## src/rtl/pc_unit.sv

```systemverilog
// pc_unit: fetch program counter with next-PC selection.
// Selects among exception entry, eret return, buffered redirect, jump, branch
// and sequential increment. A jump or branch that arrives while IF is stalled
// is held in a one-entry pending buffer and applied on the first enabled cycle.
module pc_unit #(
    parameter int                 WIDTH     = 32,
    parameter logic [WIDTH-1:0]   RESET_VEC = 32'h00003000,
    parameter logic [WIDTH-1:0]   EXC_VEC   = 32'h00004180,
    parameter int                 INC       = 4
) (
    input  logic             clk,
    input  logic             reset,
    input  logic             en,
    input  logic             br_take,
    input  logic [WIDTH-1:0] br_target,
    input  logic             jmp_take,
    input  logic [WIDTH-1:0] jmp_target,
    input  logic             exc_req,
    input  logic             eret_req,
    input  logic [WIDTH-1:0] epc_in,
    output logic [WIDTH-1:0] pc,
    output logic [WIDTH-1:0] pc_plus,
    output logic             redirect_pend,
    output logic             misalign
);

    // Pending-buffer entry kind; JMP outranks BR when both are stalled.
    localparam logic KIND_BR  = 1'b0;
    localparam logic KIND_JMP = 1'b1;

    localparam logic [WIDTH-1:0] INC_V = WIDTH'(INC);

    logic [WIDTH-1:0] pc_r;
    logic             pend_valid_r;
    logic             pend_kind_r;
    logic [WIDTH-1:0] pend_target_r;

    logic [WIDTH-1:0] pc_plus_s;
    logic [WIDTH-1:0] pc_next_s;
    logic             pend_valid_next_s;
    logic             pend_kind_next_s;
    logic [WIDTH-1:0] pend_target_next_s;

    // Sequential successor; wraps modulo 2^WIDTH with no overflow indication.
    always_comb begin
        pc_plus_s = pc_r + INC_V;
    end

    // Next-PC selection and pending-buffer update in priority order.
    always_comb begin
        pc_next_s          = pc_r;
        pend_valid_next_s  = pend_valid_r;
        pend_kind_next_s   = pend_kind_r;
        pend_target_next_s = pend_target_r;

        if (exc_req) begin
            pc_next_s         = EXC_VEC;
            pend_valid_next_s = 1'b0;
        end else if (eret_req) begin
            pc_next_s         = epc_in;
            pend_valid_next_s = 1'b0;
        end else if (en) begin
            // The stalled instruction's redirect wins over any fresh request.
            if (pend_valid_r) begin
                pc_next_s         = pend_target_r;
                pend_valid_next_s = 1'b0;
            end else if (jmp_take) begin
                pc_next_s = jmp_target;
            end else if (br_take) begin
                pc_next_s = br_target;
            end else begin
                pc_next_s = pc_plus_s;
            end
        end else begin
            // Stalled: capture a redirect, replacing a buffered one only when
            // the new request strictly outranks it.
            if (jmp_take) begin
                if (!pend_valid_r || (pend_kind_r == KIND_BR)) begin
                    pend_valid_next_s  = 1'b1;
                    pend_kind_next_s   = KIND_JMP;
                    pend_target_next_s = jmp_target;
                end else begin
                    pend_valid_next_s  = pend_valid_r;
                end
            end else if (br_take) begin
                if (!pend_valid_r) begin
                    pend_valid_next_s  = 1'b1;
                    pend_kind_next_s   = KIND_BR;
                    pend_target_next_s = br_target;
                end else begin
                    pend_valid_next_s  = pend_valid_r;
                end
            end else begin
                pend_valid_next_s = pend_valid_r;
            end
        end
    end

    // PC and pending-buffer state; synchronous reset discards any pending entry.
    always_ff @(posedge clk) begin
        if (reset) begin
            pc_r          <= RESET_VEC;
            pend_valid_r  <= 1'b0;
            pend_kind_r   <= KIND_BR;
            pend_target_r <= {WIDTH{1'b0}};
        end else begin
            pc_r          <= pc_next_s;
            pend_valid_r  <= pend_valid_next_s;
            pend_kind_r   <= pend_kind_next_s;
            pend_target_r <= pend_target_next_s;
        end
    end

    // Output mapping; misalign is a plain decode of the low address bits.
    always_comb begin
        pc            = pc_r;
        pc_plus       = pc_plus_s;
        redirect_pend = pend_valid_r;
        misalign      = (pc_r[1:0] != 2'b00);
    end

endmodule

```

## config.mk

```make
export PLATFORM = sky130hd
export DESIGN_NAME = pc_unit
export DESIGN_NICKNAME = d
export VERILOG_FILES = /design/src/rtl/pc_unit.sv
export SDC_FILE = /design/constraint.sdc
export NUM_CORES = 1
export LEC_CHECK = 0
export ABC_AREA = 1
export CAP_MARGIN = 20
export CORE_MARGIN = 2
export CORE_UTILIZATION = 48
export DETAILED_ROUTE_END_ITERATION = 16
export GPL_ROUTABILITY_DRIVEN = 0
export PLACE_DENSITY_LB_ADDON = 0.08
export SLEW_MARGIN = 20
export SYNTH_ARGS = -nofsm -noshare
export SYNTH_HDL_FRONTEND = slang
export SYNTH_SLANG_ARGS = --single-unit
export TNS_END_PERCENT = 10
```

## constraint.sdc

```tcl
create_clock -name clk -period 2.8 [get_ports clk]
set_input_delay 0.28 -clock clk [delete_from_list [all_inputs] [get_ports clk]]
set_output_delay 0.28 -clock clk [all_outputs]
set_load 0.02 [all_outputs]
```

==> After elaboration in Yosys (flattened, before gate mapping) <==
Cells that the tools add are included.
{ "op_classes": {"n_addsub": 1, "n_eq_ne": 2, "muxes": 16, "bitwise_logic": 4, "n_reduce_logical": 10} }
{ "op_table": {"columns": ["operator", "count"], "rows": [
  ["32-bit 2-to-1 mux", 9],
  ["32-bit by 3-bit adder with 32-bit output, second input constant", 1],
  ["15-bit 2-to-1 mux", 1],
  ["1-bit 2-to-1 mux", 6],
  ["6-bit AND reduction", 1],
  ["2-bit nonzero test", 3],
  ["1-bit NOT", 4],
  ["4-bit OR reduction", 1],
  ["3-bit nonzero test", 1],
  ["2-bit by 1-bit != test with 1-bit output, second input constant", 1],
  ["2-bit != test, second input constant", 1],
  ["2-bit AND reduction", 1],
  ["2-bit OR reduction", 1],
  ["1-bit zero test", 1],
  ["1-bit logical OR", 1]
]} }
{ "word_totals": {"reg_bits": 66, "input_bits": 103, "output_inout_bits": 66, "elab_cells": 38} }

==> Depth between registers and ports, before layout <==
{ "depth": {"word_depth": 7, "depth_mapped": 13} }

==> Worst setup path after synthesis <==
Ideal clock, no wire load.
{ "synth_timing": {"path_type": "reg-to-reg", "from": "register pc_r[2], in the netlist pc[2]", "to": "register pc_r[18], in the netlist pc[18]", "setup_time_ns": 0.070, "arrival_ns": 1.873, "required_ns": 2.730, "path_slack_ns": 0.857, "stages_incl_launch_ff": 10, "n_path_buf": 0, "path_cell_list": "dfxtp_1 -> ha_1 -> nand2_1 -> nor2_2 -> nand2_4 -> nor2_4 -> nand2_1 -> xor2_1 -> nand2_1 -> a21oi_1"} }
{ "synth_via": {"elab_chain_len": 6} }
{ "synth_lines": {"columns": ["item", "line_no", "text"], "rows": [
  ["start, declared", "33", "logic [WIDTH-1:0] pc_r;"],
  ["start signal, assigned", "107", "pc_r <= pc_next_s;"],
  ["32-bit by 3-bit adder with 32-bit output", "46", "pc_plus_s = pc_r + INC_V;"],
  ["via pc_plus[18]", "22", "output logic [WIDTH-1:0] pc_plus,"],
  ["32-bit 2-to-1 mux", "69", "end else if (br_take) begin"],
  ["32-bit 2-to-1 mux", "67", "end else if (jmp_take) begin"],
  ["32-bit 2-to-1 mux", "64", "if (pend_valid_r) begin"],
  ["32-bit 2-to-1 mux", "62", "end else if (en) begin"],
  ["32-bit 2-to-1 mux", "59", "end else if (eret_req) begin"]
]} }
The timed path passes the listed nets, and every way through them passes these cells. The select of a mux whose other input is x is not followed.
A chain may end at the register's enable or synchronous reset.

==> Final worst setup path <==
{ "layout_timing": {"from": "register pc_r[23], in the netlist pc[23]", "to": "output port pc_plus[27]"} }
{ "layout_via": {"elab_chain_len": 1} }
{ "layout_lines": {"columns": ["item", "line_no"], "rows": [
  ["32-bit by 3-bit adder with 32-bit output", "46"],
  ["end, declared", "22"]
]} }
No other way between the ends.

==> results.tsv <==
metric	value	unit
status	complete, no violations	
tns	0	ns
crit_fanout	5	
drive_above_1_share	0.09524	
leakage	0.002472	µW
worstHoldStart	pend_target_r[12]	
start_util	0.4969	
cts_tree	built	
dp.cells	911	
final_cells	927	
relSlewSlack	0.6343	
arrival	2.42	ns
criticalPathCategory	register to output port	
synth_cells	654	
timing.critical_path.buf_inv	2	
synth_area	4354	µm²
die_y	99.24	µm
synth_nets	758	
crit_start	pc[23]	
crit_path_start_kind	register	
clock_latency	0.35	ns
first_pass_iters	8	
clock-sinks	66	
finalSetupViolations	0	
gr-total-overflow	0	
crit_top_cell	nand2_1	
cts-root-buf	clkbuf_8	
path_cells	inv_1 -> nor3_1 -> nand2_1 -> nor2_1 -> nand3_1 -> nand2_1 -> clkdlybuf4s50_1	
grt_max_degree	48	
drt-initial-drc-count	397	
dp_hpwl	12.24	mm
slowest_delay	0.61	ns
max_freq	370.6	MHz
ios	169	
rows	34	
cts_hold_buf	0	
drv_cap	0	
hold_viol_final	0	
nets	918	
yosys_warnings	0	
total_power	2481	µW
core_area	8763	µm²
worstMarginPinSlew	0.5480	ns
grt_util_all_layers	0.3272	
wl	15.93	mm
portBuffers	168	
ir_worst_vdd	0.2498	mV
cpLargestDelayFamily	simple AND/OR/NAND/NOR gates	
ant_nets	0	
drc	0	
end_kind	output port	
hold_path.class	register to register	
die_w	99.24	µm
grt_first_pass_wirelength	25.41	mm
ys_seq_area_frac	0.3034	
finalCriticalPeriod	2.698	ns
first_global_vias	5154	
yosysUniqueCellTypes	42	
ys_seq_elements	66	
cts_setup_buffers	0	
antenna_found_initial	0	
cts_buffer_depth	2	
p_per_area	394.1	nW/µm²
r2r-start	redirect_pend	
cp_slowest_cell	clkdlybuf4s50_1	
crit_required	2.52	ns
via_per_inst	5.762	
slew_viol_final	0	
cts-buffers-inserted	9	
cts_htree_levels	3	
insertedDiodeCount	0	
clkSlewWorstSetupHoldPaths	0.08	ns
skew	0.01575	ns
syn_area_per_cell	6.658	µm²
die_area	9849	µm²
rsz0062_at_grt	no	
nFillCells	732	
syn_to_final_growth	44.60	%
route.vias.total	5341	
post-route-period-util	0.9637	
routedWlPerCell	17.18	µm
==> logic make-up after synthesis <==
kind of cell,after synthesis,synth area share
AO/OA/AOI/OAI,182,0.2351
AND/OR/NAND/NOR,295,0.3075
XOR/XNOR,17,0.03765
buffers and inverters,79,0.08132
adder cells (fa/ha/maj),1,0.002873
flip-flops,66,0.3034
multiplexers,14,0.03218
==> timing repair <==
| action | CTS | global route |
|---|---|---|
| gates cloned | 0 | 0 |
| gates resized for setup | 1 | 3 |
| pin swaps | 0 | 0 |
| setup endpoints to repair | 1 | 8 |
==> sequential cells by signal, indices dropped and copies added, names as in the netlist, named ones only <==
| name | count |
|---|---|
| pend_target_r | 32 |
| pc | 30 |
| pend_kind_r | 1 |
| redirect_pend | 1 |
==> final timing paths <==
check	slack [ns]	depth (start not counted)	to
hold reg to reg	0.47	2	pend_target_r[12]
setup reg to reg	0.89	9	pend_target_r[31]
hold / removal	0.47	2	pend_target_r[12]
setup / recovery	0.10	7	pc_plus[27]
==> area by class of cell <==
class / instances / area, µm² / share of cell area
Clock buffer: 10 / 127.6 / 0.02027
Sequential cell: 66 / 1324 / 0.2103
Clock inverter: 6 / 57.56 / 0.009141
Tap cell: 108 / 135.1 / 0.02146
Timing Repair Buffer: 181 / 1794 / 0.2850
Multi-Input combinational cell: 509 / 2681 / 0.4259
Inverter: 47 / 176.4 / 0.02802
==> synth_stat cells (all sizes together) <==
cell,instances,area share
a211oi,5,0.0086
a21boi,1,0.0017
a21oi,64,0.075
a221oi,1,0.0020
a22o,1,0.0020
a22oi,15,0.026
a31oi,17,0.024
buf,23,0.033
clkbuf,9,0.0078
dfxtp,66,0.30
ha,1,0.0029
inv,47,0.041
mux2i,14,0.032
nand2,183,0.17
nand3,32,0.039
nand3b,4,0.0069
nand4,1,0.0014
nor2,69,0.082
nor3,5,0.011
o211ai,5,0.0086
o21a,1,0.0017
o21ai,69,0.079
o221ai,2,0.0040
o22ai,1,0.0014
or2,1,0.0014
xnor2,4,0.0098
xor2,13,0.028
==> worst min-delay path, stage by stage, from the launching register on <==
cell	delay, ns
dfxtp_1	0.31
inv_1	0.07
a21oi_1	0.06
==> cell usage in the layout, fill, tap and decap left out, drive strengths merged, types with 14 or more instances in the layout <==
| cell type | netlist | routed |
|---|---|---|
| nand3 | 32 | 32 |
| dfxtp | 66 | 66 |
| a21oi | 64 | 64 |
| inv | 47 | 47 |
| a22oi | 15 | 15 |
| nor2 | 69 | 69 |
| clkdlybuf4s50 | 0 | 167 |
| a31oi | 17 | 17 |
| o21ai | 69 | 69 |
| nand2 | 183 | 183 |
| mux2i | 14 | 14 |
==> power by group <==
| group | switching [µW] | internal, µW | total (µW) |
|---|---|---|---|
| Clock | 389 | 405 | 794 |
| Sequential | 53.0 | 984 | 1040 |
| Combinational | 336 | 314 | 650 |
==> stage by stage <==
stage / hold slack [ns] / cell area (µm²) / util / worst slack, ns
finish: 0.4703 / 6296 / 0.7184 / 0.1017
global route: 0.4885 / 6296 / 0.7184 / 0.004862
CTS: 0.4684 / 6291 / 0.7179 / 0.06858
detailed placement: 0.4588 / 6103 / 0.6965 / 0.3697
global placement: 0.4334 / 6103 / 0.6965 / 0.4325
floorplan: 0.3585 / 4354 / - / 0.8565
==> routing by layer <==
metal	vias up	wire length, µm	global-route usage
met4	0	538	0.1528
met5	-	0	0
met3	53	1995	0.07168
met1	2407	6184	0.4291
met2	361	7207	0.5140
li1	2520	-	-
Power figures use the tool's default switching activity.
